`src/rtl/hdlc_pkg.sv`:
```
// Shared definitions for the Hdlc host-side register interface.
// Latency: n/a (constants and types only).
// Backpressure: n/a.
package hdlc_pkg;

    // Hdlc register map
    localparam int TX_SC   = 0;
    localparam int TX_BUFF = 1;
    localparam int RX_SC   = 2;
    localparam int RX_BUFF = 3;
    localparam int RX_LEN  = 4;

    // Rx_SC bit positions
    localparam int RX_SC_READY = 0;  // read: frame waiting
    localparam int RX_SC_DROP  = 1;  // write: discard current frame
    localparam int RX_SC_FERR  = 2;  // read: FCS error
    localparam int RX_SC_ABORT = 3;  // read: abort sequence seen
    localparam int RX_SC_OVF   = 4;  // read: buffer overflow

    typedef enum logic [3:0] {
        IDLE,
        RD_SC,
        CAP_SC,
        RD_LEN,
        CAP_LEN,
        RD_BUF,
        CAP_BUF,
        OUT,
        DROP
    } rx_rd_state_t;

endpackage

```
`src/rtl/hdlc_rx_reader.sv`:
```
// Drains received frames from the Hdlc Rx buffer onto a valid/ready byte stream.
// Latency: 6 cycles after the Rx_Ready sample to the first byte; 1 byte per 3 cycles.
// Backpressure: m_ready low holds the current byte in OUT; no register read is issued until it is taken.
//
// Ports: Clk/Rst (async active-low); Rx_Ready + Address/ReadEnable/WriteEnable/DataIn/DataOut
// form the Hdlc register port; m_data/m_valid/m_ready/m_last is the byte stream;
// frame_err pulses on each dropped frame; busy is high whenever the FSM is not idle.
module hdlc_rx_reader
    import hdlc_pkg::*;
#(
    parameter int MAX_LEN = 126,
    parameter int ADDR_W  = 3
) (
    input  logic              Clk,
    input  logic              Rst,
    input  logic              Rx_Ready,
    output logic [ADDR_W-1:0] Address,
    output logic              ReadEnable,
    output logic              WriteEnable,
    output logic [7:0]        DataIn,
    input  logic [7:0]        DataOut,
    output logic [7:0]        m_data,
    output logic              m_valid,
    input  logic              m_ready,
    output logic              m_last,
    output logic              frame_err,
    output logic              busy
);

    localparam logic [7:0] MAX_LEN_B = 8'(MAX_LEN);

    rx_rd_state_t state, state_nxt;
    logic [7:0]   cnt;
    logic [7:0]   len;

    // Status says "frame present" but Hdlc flagged it as bad.
    logic sc_bad;
    assign sc_bad = DataOut[RX_SC_FERR] | DataOut[RX_SC_ABORT] | DataOut[RX_SC_OVF];

    // Length straight off the register port, evaluated in the capture cycle.
    logic len_bad;
    assign len_bad = (DataOut == 8'd0) || (DataOut > MAX_LEN_B);

    assign busy = (state != IDLE);

    always_comb begin
        state_nxt   = state;
        Address     = '0;
        ReadEnable  = 1'b0;
        WriteEnable = 1'b0;
        DataIn      = 8'h00;
        m_valid     = 1'b0;
        m_last      = 1'b0;
        frame_err   = 1'b0;
        case (state)
            IDLE: begin
                if (Rx_Ready) state_nxt = RD_SC;
            end
            RD_SC: begin
                Address    = ADDR_W'(RX_SC);
                ReadEnable = 1'b1;
                state_nxt  = CAP_SC;
            end
            CAP_SC: begin
                if (!DataOut[RX_SC_READY]) state_nxt = IDLE;   // spurious wake
                else if (sc_bad)           state_nxt = DROP;
                else                       state_nxt = RD_LEN;
            end
            RD_LEN: begin
                Address    = ADDR_W'(RX_LEN);
                ReadEnable = 1'b1;
                state_nxt  = CAP_LEN;
            end
            CAP_LEN: begin
                state_nxt = len_bad ? DROP : RD_BUF;
            end
            RD_BUF: begin
                Address    = ADDR_W'(RX_BUFF);
                ReadEnable = 1'b1;
                state_nxt  = CAP_BUF;
            end
            CAP_BUF: begin
                state_nxt = OUT;
            end
            OUT: begin
                m_valid = 1'b1;
                m_last  = (cnt == 8'd1);
                // cnt <= 1 means this is the final byte once accepted
                if (m_ready) state_nxt = (cnt <= 8'd1) ? IDLE : RD_BUF;
            end
            DROP: begin
                Address     = ADDR_W'(RX_SC);
                WriteEnable = 1'b1;
                DataIn      = 8'(1 << RX_SC_DROP);
                frame_err   = 1'b1;
                state_nxt   = IDLE;
            end
            default: state_nxt = IDLE;
        endcase
    end

    always_ff @(posedge Clk or negedge Rst) begin
        if (!Rst) begin
            state  <= IDLE;
            cnt    <= 8'd0;
            len    <= 8'd0;
            m_data <= 8'd0;
        end else begin
            state <= state_nxt;
            if (state == CAP_LEN) begin
                len <= DataOut;
                if (!len_bad) cnt <= DataOut;
            end
            if (state == CAP_BUF) m_data <= DataOut;
            // Guarded decrement: cnt can never wrap below zero.
            if (state == OUT && m_ready && cnt != 8'd0) cnt <= cnt - 8'd1;
        end
    end

    // Remaining count must stay within the frame length latched for it.
    always_ff @(posedge Clk) begin
        if (Rst && state == OUT) assert (cnt != 8'd0 && cnt <= len);
    end

endmodule
```
`config.mk`:
```
export PLATFORM = sky130hd
export DESIGN_NAME = hdlc_rx_reader
export DESIGN_NICKNAME = d
export VERILOG_FILES = /design/src/rtl/hdlc_pkg.sv /design/src/rtl/hdlc_rx_reader.sv
export SDC_FILE = /design/constraint.sdc
export NUM_CORES = 1
export LEC_CHECK = 0
export ABC_AREA = 1
export CORE_MARGIN = 2
export CORE_UTILIZATION = 43
export CTS_CLUSTER_DIAMETER = 100
export DETAILED_ROUTE_END_ITERATION = 8
export PLACE_DENSITY_LB_ADDON = 0.25
export SYNTH_ARGS = -nofsm -noshare
export SYNTH_HDL_FRONTEND = slang
export SYNTH_SLANG_ARGS = --single-unit
```
`constraint.sdc`:
```
create_clock -name Clk -period 1.47 [get_ports Clk]
set_input_delay 0.294 -clock Clk [delete_from_list [all_inputs] [get_ports Clk]]
set_output_delay 0.294 -clock Clk [all_outputs]
set_load 0.05 [all_outputs]
```
== Yosys cells after proc, flatten, opt, wreduce, memory -nomap -nowiden ==
Cells that the tools add are included.

* Register bits after elaboration: 20
* Output and inout bits: 25
* Logic and storage cells: 48

* Add/subtract/negate cells: 1
* Order comparisons: 2
* Equality and inequality tests: 12
* Mux-type cells: 16
* Bitwise gates (word level): 2
* Reduce and logical (&&, ||, !) cells: 12

{| class="wikitable"
|+ Operators by type and width
! operator !! number
|-
| one-hot mux 4 bit (8 select lines) || 1
|-
| 2-to-1 mux 8 bit || 3
|-
| 2-to-1 mux 4 bit || 5
|-
| == test 4 x 3 -> 1 bit, second input constant || 4
|-
| one-hot mux 3 bit (3 select lines) || 1
|-
| == test 4 x 2 -> 1 bit, second input constant || 2
|-
| == test 8 x 1 -> 1 bit, second input constant || 1
|-
| greater-than comparator 8 x 7 -> 1 bit, second input constant || 1
|-
| less-or-equal comparator 8 x 1 -> 1 bit, second input constant || 1
|-
| zero test 8 bit || 1
|-
| nonzero test 8 bit || 1
|-
| subtractor 8 x 1 -> 8 bit, second input constant || 1
|-
| == test 4 x 1 -> 1 bit, second input constant || 1
|-
| == test 4 bit, second input constant || 1
|-
| zero test 4 bit || 1
|-
| 2-to-1 mux 1 bit || 4
|-
| inequality test 2 bit, second input constant || 2
|-
| AND reduction 2 bit || 2
|-
| nonzero test 4 bit || 1
|-
| 2-to-1 mux 3 bit || 1
|-
| OR reduction 3 bit || 1
|-
| logical AND 1 bit || 2
|-
| 2-to-1 mux 2 bit || 1
|-
| inequality test 2 x 1 -> 1 bit, second input constant || 1
|-
| 4 further kinds || 5
|}

== Longest topological paths before layout ==
* Depth in word-level cells: 5
* Depth in mapped cells: 11
* Mapped depth without buffers: 11

== Worst setup path before layout ==
Ideal clock, no wire load.

* Kind: register -> output
* Start: register state[1]
* End: output Address[1]
* Arrival: 2,207 ps
* Required time: 1,176 ps
* Setup slack: -1,031 ps
* Stages on the path, launching flop included: 6
* Cells stage by stage: dfrtp_1 -> inv_1 -> nand2_1 -> nor3_1 -> inv_1 -> nand2_1

* Cells in the longest elaborated chain, start to end: 3
* Elaborated cells between the ends (all ways): 6

{| class="wikitable"
|+ Ends and longest elaborated chain
! item !! RTL line !! text
|-
| from (decl) || hdlc_rx_reader.sv:32 || <nowiki>rx_rd_state_t state, state_nxt;</nowiki>
|-
| from (signal assigned) || hdlc_rx_reader.sv:109 || <nowiki>state <= state_nxt;</nowiki>
|-
| == test 4 x 1 -> 1 bit or == test 4 bit (tied branches) || hdlc_rx_reader.sv:55 || <nowiki>case (state)</nowiki>
|-
| OR reduction 2 bit (no source line) || n/a ||
|-
| one-hot mux 3 bit (3 select lines) (*) || hdlc_rx_reader.sv:55 ||
|-
| to (decl) || hdlc_rx_reader.sv:17 || <nowiki>output logic [ADDR_W-1:0] Address,</nowiki>
|}

Every way passes the cells marked *; elsewhere a longest branch is shown, timed or not.

== Final worst setup path ==
* Start: register state[0]
* End: output frame_err

* Cells in the longest elaborated chain, start to end: 2

{| class="wikitable"
|+ Ends and longest elaborated chain
! item !! RTL line !! text
|-
| == test 4 bit || hdlc_rx_reader.sv:55 ||
|-
| 2-to-1 mux 1 bit || hdlc_rx_reader.sv:55 ||
|-
| to (decl) || hdlc_rx_reader.sv:26 || <nowiki>output logic frame_err,</nowiki>
|}

Every way passes these cells.

==> reports/metrics.cfg <==
[status]
status = complete, but fails checks
violations = negative setup slack

[sta]
skew_ps = 2.870
fin_crit_sh_pct = 116.0
setup-violations-final = 16
layout_setup_ws_ps = -234.9
finalHoldViolCount = 0
timing.fmax_mhz = 586.5
final.min_clock_period_ps = 1705
maxSlewViolCount = 0
rsz0062_at_grt = true
hold_slack_ps = 311.2

[synth]
syn-cell-area_mm2 = 0.001343
yosys_most_used_dff = dfrtp_1
yosysWarnings = 0
post-synth-top-area-cell = dfrtp_1
synth_seq_cells = 20
synth.avg_cell_area_um2 = 6.956
synthCells = 193
ys_seq_area_share_pct = 37.28
synth-edff-count = 0
synthTopCellsByCount = 56 x nand2_1, 26 x inv_1, 21 x nor2_1
synth.most_common_cell = nand2_1
synth_cell_types = 25
synthDominantCellAreaShare_pct = 37.28
async_flop_share_pct = 100.0
yosys-top-cells-area = dfrtp_1 37%, nand2_1 16%, inv_1 7.3%

[layout]
layout.nets = 276
fill_cells = 224
multi_input_area_um2 = 812.0
n_antenna_cell = 0
final_area_mm2 = 0.002272
drive_above_1_share_pct = 38.08
final-seq-area_um2 = 503.0
syn_to_final_growth_pct = 69.25

[clocking]
cts.clk_slew.worst_paths_ps = 120
cts_tree = yes
insertion_delay_ps = 300
htreeDepth = 1
cts_buffers = 3
cts_sinks = 20
clock_path_buffers = 2
clock-root-buffer = clkbuf_4

[power_and_ir_drop]
vdd_drop_max_v = 0.001470
power.total_mw = 4.544
p_sw_mw = 2.156
p_seq_share_pct = 23.2
switching_share_pct = 47.44
power_density_mw_per_mm2 = 2000
clkPwrFrac_pct = 7.2
power.leakage_nw = 1.101
combPwrFrac_pct = 69.6
p_int_mw = 2.389

[worst_setup_path]
crit_start = state[0]$_DFFE_PN0P_
rr_endpoint = cnt[1]$_DFFE_PN0P_
cp_num_cells = 5
cp-endpoint = frame_err
max_stage_delay_ps = 440
end_kind = output pin
worstPathRequired_ps = 1180
critPathBufInv = 3
r2r-start = cnt[1]$_DFFE_PN0P_
setup.worst_path.start_class = flop
worstPathArrival_ps = 1410
critPathMaxFanout = 4
reg2reg_depth = 10
worstPathCellList = inv_2 -> nand2_4 -> nor3_4 -> buf_6 -> buf_12
rrSetupSlack_ps = -50
critPathTopFamily = flip-flops
slowest_stage = dfrtp_1
path_class = reg -> out

[placement]
port_buffers = 29
dp_slack_ps = -198.1
dp_hpwl_um = 2721
place_area_mm2 = 0.002051
gp_congestion = 0.8632

[global_route]
grt-ovfl-total = 0
grtUsageTotal_pct = 23.28
grt_pass1_wl_um = 6216
antenna_found_initial = 0
grt_max_degree = 21
grt_pass1_vias = 1407

[routing]
drtPass1Iterations = 4
vias = 1411
via_per_inst = 4.816
drtAntennaViolNets = 0
drc_errors = 0
initialDrtViolationCount = 43
drt_wl_total_um = 3625
post_drt_wl_per_cell_um = 12.37

[floorplan]
die_area_mm2 = 0.003585
ios = 37
rows = 20
die_w_um = 59.88
coreArea_mm2 = 0.003003
start_util_pct = 44.71
die_y_um = 59.88

[job]
drv_cap = 0

[min_path]
hp-class = in -> async

-- timing repair --
action | 4_1_cts | 5_1_grt
setup endpoints to repair | 12 | 26
hold buffers | 0 | 0
cloned | 0 | 0
pin swaps | 7 | 6
gates resized for setup | 24 | 10
buffers inserted | 7 | 3
-- placed cells by master, fill, tap and decap left out, types with 2 or more instances in the layout --
cell,count
dfrtp_2,2
nand2_4,4
nand2_2,2
nor2_4,8
o21ai_1,7
buf_12,17
clkbuf_4,3
inv_1,18
inv_4,2
nor2_1,12
nand3_1,14
nor2_2,4
o21ai_0,11
nand2_1,52
clkdlybuf4s50_1,11
buf_4,34
ha_1,2
nand4_1,5
conb_1,7
buf_6,5
dfrtp_1,18
inv_2,10
-- how the worst min path moves through the flow --
stage	startpoint	endpoint	slack (ps)	cells past startpoint
after global placement	m_data[4]$_DFFE_PN0P_	m_data[4]$_DFFE_PN0P_	530	2
final	Rst	m_data[1]$_DFFE_PN0P_	310	2
after CTS	Rst	m_data[3]$_DFFE_PN0P_	320	2
after global routing	Rst	m_data[2]$_DFFE_PN0P_	340	2
after floorplan	Rst	cnt[0]$_DFFE_PN0P_	-2	0
after detailed placement	cnt[3]$_DFFE_PN0P_	cnt[3]$_DFFE_PN0P_	520	2
-- power groups by stage --
stage / Clock [mW] / Sequential (mW) / Combinational, mW
3_3_place_gp: 0 / 1.03 / 2.76
3_5_place_dp: 0 / 1.04 / 2.78
6_report: 0.327 / 1.05 / 3.16
2_1_floorplan: 0 / 1.34 / 1.21
4_1_cts: 0.334 / 1.05 / 3.03
5_1_grt: 0.361 / 1.09 / 3.41
-- kinds of logic after synthesis --
group | Yosys count | share of synthesized area, %
adder cells (fa/ha/maj) | 3 | 2.796
buffers and inverters | 40 | 13.89
other | 1 | 0.2793
AO/OA/AOI/OAI | 22 | 8.667
AND/OR/NAND/NOR | 106 | 36.44
flip-flops | 20 | 37.28
XOR/XNOR | 1 | 0.6525
-- area by class of cell --
cell class              count  share of cell area, %
clock buffers               4                  1.597
inverters                  30                  5.176
multi-input cells         139                  35.74
flip-flops and latches     20                  22.14
well taps                  33                  1.817
repair buffers             67                  33.54
-- sequential cells by signal, indices dropped and copies added (netlist names) --
name	flops
state	4
m_data	8
cnt	8
-- routing by layer --
metal  up-vias  wire [um]  GRT usage (%)
met4         0         96          11.11
li1        732          -              -
met5         -          0              0
met1       627       1595          29.85
met3        10        117          3.030
met2        42       1814          38.51
-- worst register-to-register path: cells and delay by family, from the launching register on --
kind / cells / cell delay [ps]
simple gates: 4 / 400
flops: 1 / 380
compound gates: 2 / 140
buf+inv: 3 / 320
fa+ha+maj: 1 / 170
-- through the flow --
step,TNS (ps),util (%),std cells
2_1_floorplan,-1443,-,199
3_3_place_gp,-1141,68.29,279
3_5_place_dp,-1695,68.29,279
4_1_cts,-1788,73.67,290
5_1_grt,-4182,75.67,293
6_report,-2123,75.67,293
No activity file was read; power rests on OpenSTA's default activity.
